## config.mk

```make
export PLATFORM = sky130hd
export DESIGN_NAME = branch_target_predictor_flat
export DESIGN_NICKNAME = d
export VERILOG_FILES = /design/src/rtl/branch_target_predictor_if.sv /design/src/rtl/branch_target_predictor.sv /design/src/flat_wrapper.sv
export SDC_FILE = /design/constraint.sdc
export NUM_CORES = 2
export LEC_CHECK = 0
export BUFFER_PORTS_ARGS = -buffer_cell sky130_fd_sc_hd__buf_2
export CAP_MARGIN = 30
export CORE_ASPECT_RATIO = 1.5
export CORE_MARGIN = 2
export CORE_UTILIZATION = 56
export CTS_CLUSTER_DIAMETER = 50
export CTS_CLUSTER_SIZE = 8
export DETAILED_ROUTE_END_ITERATION = 10
export PLACE_DENSITY = 0.76
export SLEW_MARGIN = 20
export SYNTH_ARGS = -nofsm -noshare
export SYNTH_HDL_FRONTEND = slang
export SYNTH_SLANG_ARGS = --single-unit
```

## constraint.sdc

```tcl
create_clock -name clk -period 4.9 [get_ports clk]
set_input_delay 0.245 -clock clk [delete_from_list [all_inputs] [get_ports clk]]
set_output_delay 0.245 -clock clk [all_outputs]
set_load 0.01 [all_outputs]
```

## src/rtl/branch_target_predictor_if.sv

```systemverilog
// Fetch/execute-side bus of the branch target predictor: IF lookup, EX resolution,
// halt gating and statistics readout.
interface branch_target_predictor_if #(
  parameter int STAT_W = 32
) ();
  logic              halt;
  logic [31:0]       if_pc;
  logic [31:0]       pred_pc;
  logic              pred_hit;
  logic              pred_taken;
  logic              ex_valid;
  logic              ex_uncond;
  logic [31:0]       ex_pc;
  logic [31:0]       ex_target;
  logic [31:0]       ex_pred_pc;
  logic              ex_flush;
  logic [STAT_W-1:0] stat_branches;
  logic [STAT_W-1:0] stat_mispredicts;

  // The pipeline core drives lookups and resolutions.
  modport master (
    output halt, if_pc, ex_valid, ex_uncond, ex_pc, ex_target, ex_pred_pc,
    input  pred_pc, pred_hit, pred_taken, ex_flush, stat_branches, stat_mispredicts
  );

  modport slave (
    input  halt, if_pc, ex_valid, ex_uncond, ex_pc, ex_target, ex_pred_pc,
    output pred_pc, pred_hit, pred_taken, ex_flush, stat_branches, stat_mispredicts
  );
endinterface

```

## src/rtl/branch_target_predictor.sv

```systemverilog
// Direct-mapped branch target buffer with saturating direction counters; combinational
// lookup for IF, training and misprediction flush from EX, plus hit/mispredict statistics.
module branch_target_predictor #(
  parameter int ENTRIES  = 16,
  parameter int CTR_BITS = 2,
  parameter int STAT_W   = 32
) (
  input  logic                       clk,
  input  logic                       rst,
  branch_target_predictor_if.slave   bus
);
  localparam int IDX   = $clog2(ENTRIES);
  localparam int TAG_W = 30 - IDX;
  localparam logic [CTR_BITS-1:0] CTR_MAX  = '1;
  localparam logic [CTR_BITS-1:0] CTR_INIT = CTR_BITS'(1) << (CTR_BITS - 1);

  logic                valid_q  [ENTRIES];
  logic [TAG_W-1:0]    tag_q    [ENTRIES];
  logic [31:0]         target_q [ENTRIES];
  logic [CTR_BITS-1:0] ctr_q    [ENTRIES];
  logic [STAT_W-1:0]   branches_q;
  logic [STAT_W-1:0]   mispredicts_q;

  // Lookup reads registered state only, so a same-cycle update is not visible yet.
  logic [IDX-1:0]   if_idx;
  logic [TAG_W-1:0] if_tag;
  assign if_idx = bus.if_pc[IDX+1:2];
  assign if_tag = bus.if_pc[31:IDX+2];

  assign bus.pred_hit   = valid_q[if_idx] && (tag_q[if_idx] == if_tag);
  assign bus.pred_taken = bus.pred_hit && ctr_q[if_idx][CTR_BITS-1];
  assign bus.pred_pc    = bus.pred_taken ? target_q[if_idx] : bus.if_pc + 32'd4;

  logic [IDX-1:0]   ex_idx;
  logic [TAG_W-1:0] ex_tag;
  logic             ex_taken;
  logic             ex_hit;
  logic             train;
  assign ex_idx   = bus.ex_pc[IDX+1:2];
  assign ex_tag   = bus.ex_pc[31:IDX+2];
  assign ex_taken = bus.ex_target != (bus.ex_pc + 32'd4);
  assign ex_hit   = valid_q[ex_idx] && (tag_q[ex_idx] == ex_tag);
  assign train    = bus.ex_valid && !bus.halt;

  assign bus.ex_flush         = train && (bus.ex_pred_pc != bus.ex_target);
  assign bus.stat_branches    = branches_q;
  assign bus.stat_mispredicts = mispredicts_q;

  logic                nxt_valid;
  logic [TAG_W-1:0]    nxt_tag;
  logic [31:0]         nxt_target;
  logic [CTR_BITS-1:0] nxt_ctr;

  always_comb begin
    // NOTE: every output gets its hold value first so no path leaves it unassigned (no latch).
    nxt_valid  = valid_q[ex_idx];
    nxt_tag    = tag_q[ex_idx];
    nxt_target = target_q[ex_idx];
    nxt_ctr    = ctr_q[ex_idx];
    if (ex_hit) begin
      if (bus.ex_uncond) begin
        nxt_ctr    = CTR_MAX;
        nxt_target = bus.ex_target;
      end else if (ex_taken) begin
        nxt_ctr    = (ctr_q[ex_idx] == CTR_MAX) ? CTR_MAX : ctr_q[ex_idx] + CTR_BITS'(1);
        nxt_target = bus.ex_target;
      end else begin
        nxt_ctr    = (ctr_q[ex_idx] == '0) ? '0 : ctr_q[ex_idx] - CTR_BITS'(1);
      end
    end else if (ex_taken || bus.ex_uncond) begin
      // Allocation replaces whatever aliases onto this index.
      nxt_valid  = 1'b1;
      nxt_tag    = ex_tag;
      nxt_target = bus.ex_target;
      nxt_ctr    = bus.ex_uncond ? CTR_MAX : CTR_INIT;
    end
  end

  always_ff @(posedge clk) begin
    if (rst) begin
      // NOTE: the table is cleared on reset so lookups after reset never hit stale entries;
      // this keeps it in flops rather than a RAM macro.
      for (int i = 0; i < ENTRIES; i++) begin
        valid_q[i]  <= 1'b0;
        tag_q[i]    <= '0;
        target_q[i] <= '0;
        ctr_q[i]    <= '0;
      end
      branches_q    <= '0;
      mispredicts_q <= '0;
    end else if (train) begin
      valid_q[ex_idx]  <= nxt_valid;
      tag_q[ex_idx]    <= nxt_tag;
      target_q[ex_idx] <= nxt_target;
      ctr_q[ex_idx]    <= nxt_ctr;
      branches_q       <= branches_q + STAT_W'(1);
      if (bus.ex_flush) mispredicts_q <= mispredicts_q + STAT_W'(1);
    end
  end
endmodule

```

## src/flat_wrapper.sv

```systemverilog
// flat-port wrapper written by rule: the top's interface ports become plain ports
module branch_target_predictor_flat 
#(
  parameter int ENTRIES  = 16,
  parameter int CTR_BITS = 2,
  parameter int STAT_W   = 32
)
  (clk, rst, bus_halt, bus_if_pc, bus_ex_valid, bus_ex_uncond, bus_ex_pc, bus_ex_target, bus_ex_pred_pc, bus_pred_pc, bus_pred_hit, bus_pred_taken, bus_ex_flush, bus_stat_branches, bus_stat_mispredicts);
  branch_target_predictor_if #(.STAT_W(STAT_W)) bus_i ();
  input  logic clk;
  input  logic rst;
  input wire logic [$bits(bus_i.halt)-1:0] bus_halt;
  input wire logic [$bits(bus_i.if_pc)-1:0] bus_if_pc;
  input wire logic [$bits(bus_i.ex_valid)-1:0] bus_ex_valid;
  input wire logic [$bits(bus_i.ex_uncond)-1:0] bus_ex_uncond;
  input wire logic [$bits(bus_i.ex_pc)-1:0] bus_ex_pc;
  input wire logic [$bits(bus_i.ex_target)-1:0] bus_ex_target;
  input wire logic [$bits(bus_i.ex_pred_pc)-1:0] bus_ex_pred_pc;
  output wire logic [$bits(bus_i.pred_pc)-1:0] bus_pred_pc;
  output wire logic [$bits(bus_i.pred_hit)-1:0] bus_pred_hit;
  output wire logic [$bits(bus_i.pred_taken)-1:0] bus_pred_taken;
  output wire logic [$bits(bus_i.ex_flush)-1:0] bus_ex_flush;
  output wire logic [$bits(bus_i.stat_branches)-1:0] bus_stat_branches;
  output wire logic [$bits(bus_i.stat_mispredicts)-1:0] bus_stat_mispredicts;
  assign bus_i.halt = bus_halt;
  assign bus_i.if_pc = bus_if_pc;
  assign bus_i.ex_valid = bus_ex_valid;
  assign bus_i.ex_uncond = bus_ex_uncond;
  assign bus_i.ex_pc = bus_ex_pc;
  assign bus_i.ex_target = bus_ex_target;
  assign bus_i.ex_pred_pc = bus_ex_pred_pc;
  assign bus_pred_pc = bus_i.pred_pc;
  assign bus_pred_hit = bus_i.pred_hit;
  assign bus_pred_taken = bus_i.pred_taken;
  assign bus_ex_flush = bus_i.ex_flush;
  assign bus_stat_branches = bus_i.stat_branches;
  assign bus_stat_mispredicts = bus_i.stat_mispredicts;
  branch_target_predictor #(.ENTRIES(ENTRIES), .CTR_BITS(CTR_BITS), .STAT_W(STAT_W)) u_core (.clk(clk), .rst(rst), .bus(bus_i));
endmodule
```

* Word-level counts from Yosys, hierarchy flattened *
Memory sizes are Yosys's and may differ from the RTL's.
Index checks and enable logic that the tools add are counted.

storage, ports and cells
  word-level logic and storage cells = 66
  flip-flop bits (word level) = 64
  output and inout bits = 99
  RAM bits = 976
  memories = 4

memories
  memory           depth  width  read ports  clocked after memory_dff  write ports  RTL line                       text
  u_core.target_q  16     32     1           0                         16           branch_target_predictor.sv:19  logic [31:0] target_q [ENTRIES];
  u_core.tag_q     16     26     2           0                         16           branch_target_predictor.sv:18  logic [TAG_W-1:0] tag_q [ENTRIES];
  u_core.ctr_q     16     2      2           0                         16           branch_target_predictor.sv:20  logic [CTR_BITS-1:0] ctr_q [ENTRIES];
  u_core.valid_q   16     1      2           0                         16           branch_target_predictor.sv:17  logic valid_q [ENTRIES];

cells by class
  eq/ne operators = 7
  multiplexer cells = 33
  add/sub/neg operators = 6
  reduce and logical (&&, ||, !) cells = 14

operators by type and width
  kind                   count
  $mux 32                6
  $mux 26                3
  $add 32x1->32 const B  2
  $add 32x3->32 const B  2
  $ne 32x32->1           2
  $eq 26x26->1           2
  $reduce_or 32->1       1
  $reduce_or 26->1       1
  $mux 4                 4
  $mux 2                 7
  $mux 1                 13
  $logic_and 1x1->1      5
  $ne 3x3->1 const B     1
  $reduce_and 3->1       1
  $add 2x1->2 const B    1
  $eq 2x2->1 const B     1
  $logic_not 2->1        1
  $ne 2x2->1 const B     1
  $reduce_and 2->1       1
  $reduce_or 2->1        1
  $sub 2x1->2 const B    1
  $logic_not 1->1        1
  $logic_or 1x1->1       1
  $reduce_or 1->1        1

* Longest topological paths before layout *
  depth after elaboration = 8
  mapped depth = 17
  gate-level depth less buffers = 11

* Worst setup path before layout *
Ideal clock, no wire load.

  path kind = input to register
  start = in bus_ex_pc[3]
  end = mem u_core.tag_q[0][16] (netlist bit) (data pin)
  required time = 4.629 ns
  slack = 0.104 ns
  path buffers = 6
  stages = 17
  arrival time = 4.526 ns
  cell sequence = buf_2 buf_2 clkinv_1 buf_2 buf_1 ha_1 xor2_1 nor4_1 nand3_1 a211o_1 a2111o_1 or4_1 o22ai_4 buf_6 mux2i_2 buf_6 nor2_2

RTL lines
  element      RTL line                       text
  from (decl)  flat_wrapper.sv:16             input wire logic [$bits(bus_i.ex_pc)-1:0] bus_ex_pc;
  to (decl)    branch_target_predictor.sv:18

==> impl_metrics.csv <==
group,metric,value,unit
status,status,"completed",
worst_setup_path,crit_start,"u_core.tag_q[10][4]",
detailed_routing,drt_iter0_drc,5224,
worst_setup_path,end_kind,"flip-flop",
detailed_routing,vias,36770,
detailed_routing,wl_per_cell,33.8,microns
synth,synth_area_leaders,"edfxtp_1 (55%), mux4_2 (17%), and2_1 (5.8%)",
timing,tns,0,ps
global_routing,grt_max_degree,87,
power,clockPowerShare,42.0,%
synth,synth_top_area_share,54.7,%
clock_tree,cts_setup_buffers,0,
timing,finalCritPeriodShare,97.4,%
detailed_routing,ant_nets,0,
timing,slew_headroom,30.3,%
floorplanning,core-area,95300,sq um
clock_tree,clk_latency,790,ps
synth,synth-edff-count,976,
cells_and_area,drive_gt1_share,30.5,%
worst_setup_path,r2r_start,"u_core.tag_q[10][4]",
global_routing,grt_use_total,37.2,%
synth,synth_seq_cells,1040,
synth,syn_area,53600,sq um
power,powerDensity,363,nW/um^2
synth,synth_seq_area_share,57.1,%
synth,synth_cell_types,66,
power,peakVddDrop,0.345,mV
worst_setup_path,cpMaxStageDelayCell,"or4_1",
synth,syn_avg_cell_area,14.0,sq um
timing,setup_viol,0,
clock_tree,cts_buffers,150,
floorplanning,placementRows,139,
detailed_routing,wl,182000,microns
global_routing,overflow,0,
detailed_routing,drc,0,
global_routing,grt_pass1_wl,257000,microns
worst_setup_path,cp-endpoint,"u_core.tag_q[13][20]",
detailed_routing,via_per_inst,6.83,
clock_tree,postCtsHoldBufs,5,
global_routing,antenna_found_initial,20,
power,sequentialPowerShare,46.6,%
worst_setup_path,cp.required,5390,ps
synth,yosysWarnings,0,
power,combPwrFrac,11.4,%
timing,slew_viol_final,0,
place,gp_congestion,1.02,
synth,syn-num-nets,3963,
power,switching_share,24.2,%
worst_setup_path,cpPeakStageDelay,740,ps
timing,fmax,210,MHz
worst_setup_path,reg2reg_depth,11,
cells_and_area,syn_to_final_growth,14.4,%
place,io_buffer_count,231,
power,switching_power,5.40,mW
synth,ys.flop_type,"edfxtp_1",
synth,netlist_instances,3823,
power,leakagePower,21.4,nW
clock_tree,cts_resized,0,
worst_setup_path,critPathLaunchType,"flip-flop",
floorplanning,die-area,98200,sq um
worst_setup_path,path_class,"flip-flop to flip-flop",
synth,yosys.area.top_type,"edfxtp_1",
power,p_int,16.9,mW
clock_tree,cts_max_level,4,
clock_tree,clockBufferDepth,3,
timing,rsz0062_at_grt,"no",
floorplanning,die_h,383,microns
floorplanning,io_pins,232,
timing,fin_crit,4770,ps
worst_setup_path,arrival,5260,ps
clock_tree,cts_tree,"yes",
timing,finalHoldViolCount,0,
worst_setup_path,r2r_setup_slack,130,ps
run,drv_cap,0,
detailed_routing,dr.pass1.iters,6,
timing,clock_skew,22.3,ps
worst_setup_path,cp_top_family,"simple AND/OR/NAND/NOR gates",
cells_and_area,nNetsFinal,4204,
place,dp_hpwl,114000,microns
synth,synthArstFlopShare,0,%
floorplanning,die_w,257,microns
clock_tree,cts.sinks,1040,
clock_tree,cts.clk_slew.worst_paths,50,ps
timing,worst_slew_pin_slew,1050,ps
worst_hold_path,hp-class,"input port to flip-flop",
floorplanning,start_util,56.2,%
power,report.power.total,22.3,mW
worst_setup_path,crit_cells,11,
worst_setup_path,worstPathMaxFanout,16,
global_routing,first_global_vias,37398,
clock_tree,root_buffer,"clkbuf_16",
worst_setup_path,cp_num_buf_inv,2,
worst_setup_path,rr_endpoint,"u_core.tag_q[13][20]",
worst_setup_path,path_cells,"mux4_2 -> a22oi_1 -> a21oi_1 -> or4_1 -> or4_1 -> or4_4 -> o22ai_4 -> buf_12 -> mux2i_2 -> buf_12 -> nor2_1",
## how the worst min path moves through the flow
stage,start,to,slack [ps],cells past startpoint
finish,bus_ex_target[6],u_core.target_q[12][6],40,2
floorplan,bus_halt,u_core.bus.stat_branches[1],470,3
detailed placement,u_core.bus.stat_branches[1],u_core.bus.stat_branches[1],490,2
global placement,u_core.bus.stat_mispredicts[27],u_core.bus.stat_mispredicts[27],480,2
CTS,bus_ex_target[6],u_core.target_q[1][6],3,2
global route,bus_ex_target[6],u_core.target_q[3][6],30,2
## cell usage in the layout (no fill, tap or decap), types with 34 or more instances in the layout
master	n
o21ai_0	34
xor2_1	87
edfxtp_1	976
nand4_1	41
xnor2_1	117
buf_12	40
buf_4	165
and2_1	493
mux2_2	48
nand3_1	63
a21oi_1	49
buf_2	224
nor2_2	109
clkbuf_16	155
nor2_1	436
nand2_1	80
mux2i_1	80
nor3_1	41
dfxtp_1	64
mux4_2	398
## per-layer routing
metal	wire length (microns)	track usage [%]	up-vias
met5	166	0	-
met3	22900	11.4	907
met1	56000	41.6	18199
met2	85400	59.3	2986
li1	-	-	14654
met4	17400	29.9	24
## power groups by stage
stage	clock network, mW	logic [mW]	registers (mW)
finish	9.35	2.53	10.4
detailed placement	0	2.43	10.5
global placement	0	2.41	10.5
CTS	9.39	2.45	10.4
floorplan	0	1.49	10.4
global route	9.71	2.58	10.4
## cell families after synthesis
| kind of cell | count (synthesis) | share of synthesized area (%) |
|---|---|---|
| and+or+nand+nor | 1474 | 14.5 |
| DFF | 1040 | 57.1 |
| muxes | 546 | 19.7 |
| buffers and inverters | 380 | 3.00 |
| xor gates and xnor gates | 204 | 3.33 |
| AOI/OAI and AO/OA | 172 | 2.12 |
| adders and majority gates | 7 | 0.163 |
## state kept, by name, indices dropped and copies added (netlist names)
signal                       flops
u_core.target_q                512
u_core.tag_q                   416
u_core.bus.stat_branches        32
u_core.bus.stat_mispredicts     32
u_core.ctr_q                    32
u_core.valid_q                  16
## stage by stage
step | hold WS, ps | std cells | utilization, % | setup WS (ps) | instance area (sq um)
final | 44.6 | 5380 | 64.3 | 128 | 61300
after global routing | 30.0 | 5376 | 64.3 | 82.1 | 61300
after CTS | 3.18 | 5373 | 64.3 | 283 | 61300
after detailed placement | 490 | 5176 | 59.9 | 39.2 | 57100
after global placement | 476 | 5175 | 59.9 | 125 | 57100
after floorplan | 473 | 3823 | - | 104 | 53600
## worst register-to-register path, stage by stage (launching register included)
cell      delay, ps
edfxtp_1        400
mux4_2          490
a22oi_1         320
a21oi_1         130
or4_1           740
or4_1           690
or4_4           610
o22ai_4         260
buf_12          260
mux2i_2         330
buf_12          200
nor2_1           60
## synthesized netlist by cell type, types with 46 or more instances
master    number
nand3_1       63
clkbuf_1     243
a21oi_1       50
nand2_1       96
mux2i_1       80
edfxtp_1     976
dfxtp_1       64
xnor2_1      117
nor2_1       452
mux2_2        48
buf_1         46
mux4_2       398
nor2_2       108
and2_1       493
xor2_1        87
## final cells by class
| cell class | count | area [sq um] |
|---|---|---|
| clock buffer | 177 | 3960 |
| antenna | 7 | 17.5 |
| clock inverter | 15 | 168 |
| inverter | 31 | 116 |
| tap | 1269 | 1590 |
| fill | 6844 | 34000 |
| timing repair buffer | 438 | 3270 |
| multi-input combinational | 2403 | 21600 |
| sequential | 1040 | 30600 |
No activity file was read; power rests on OpenSTA's default activity.
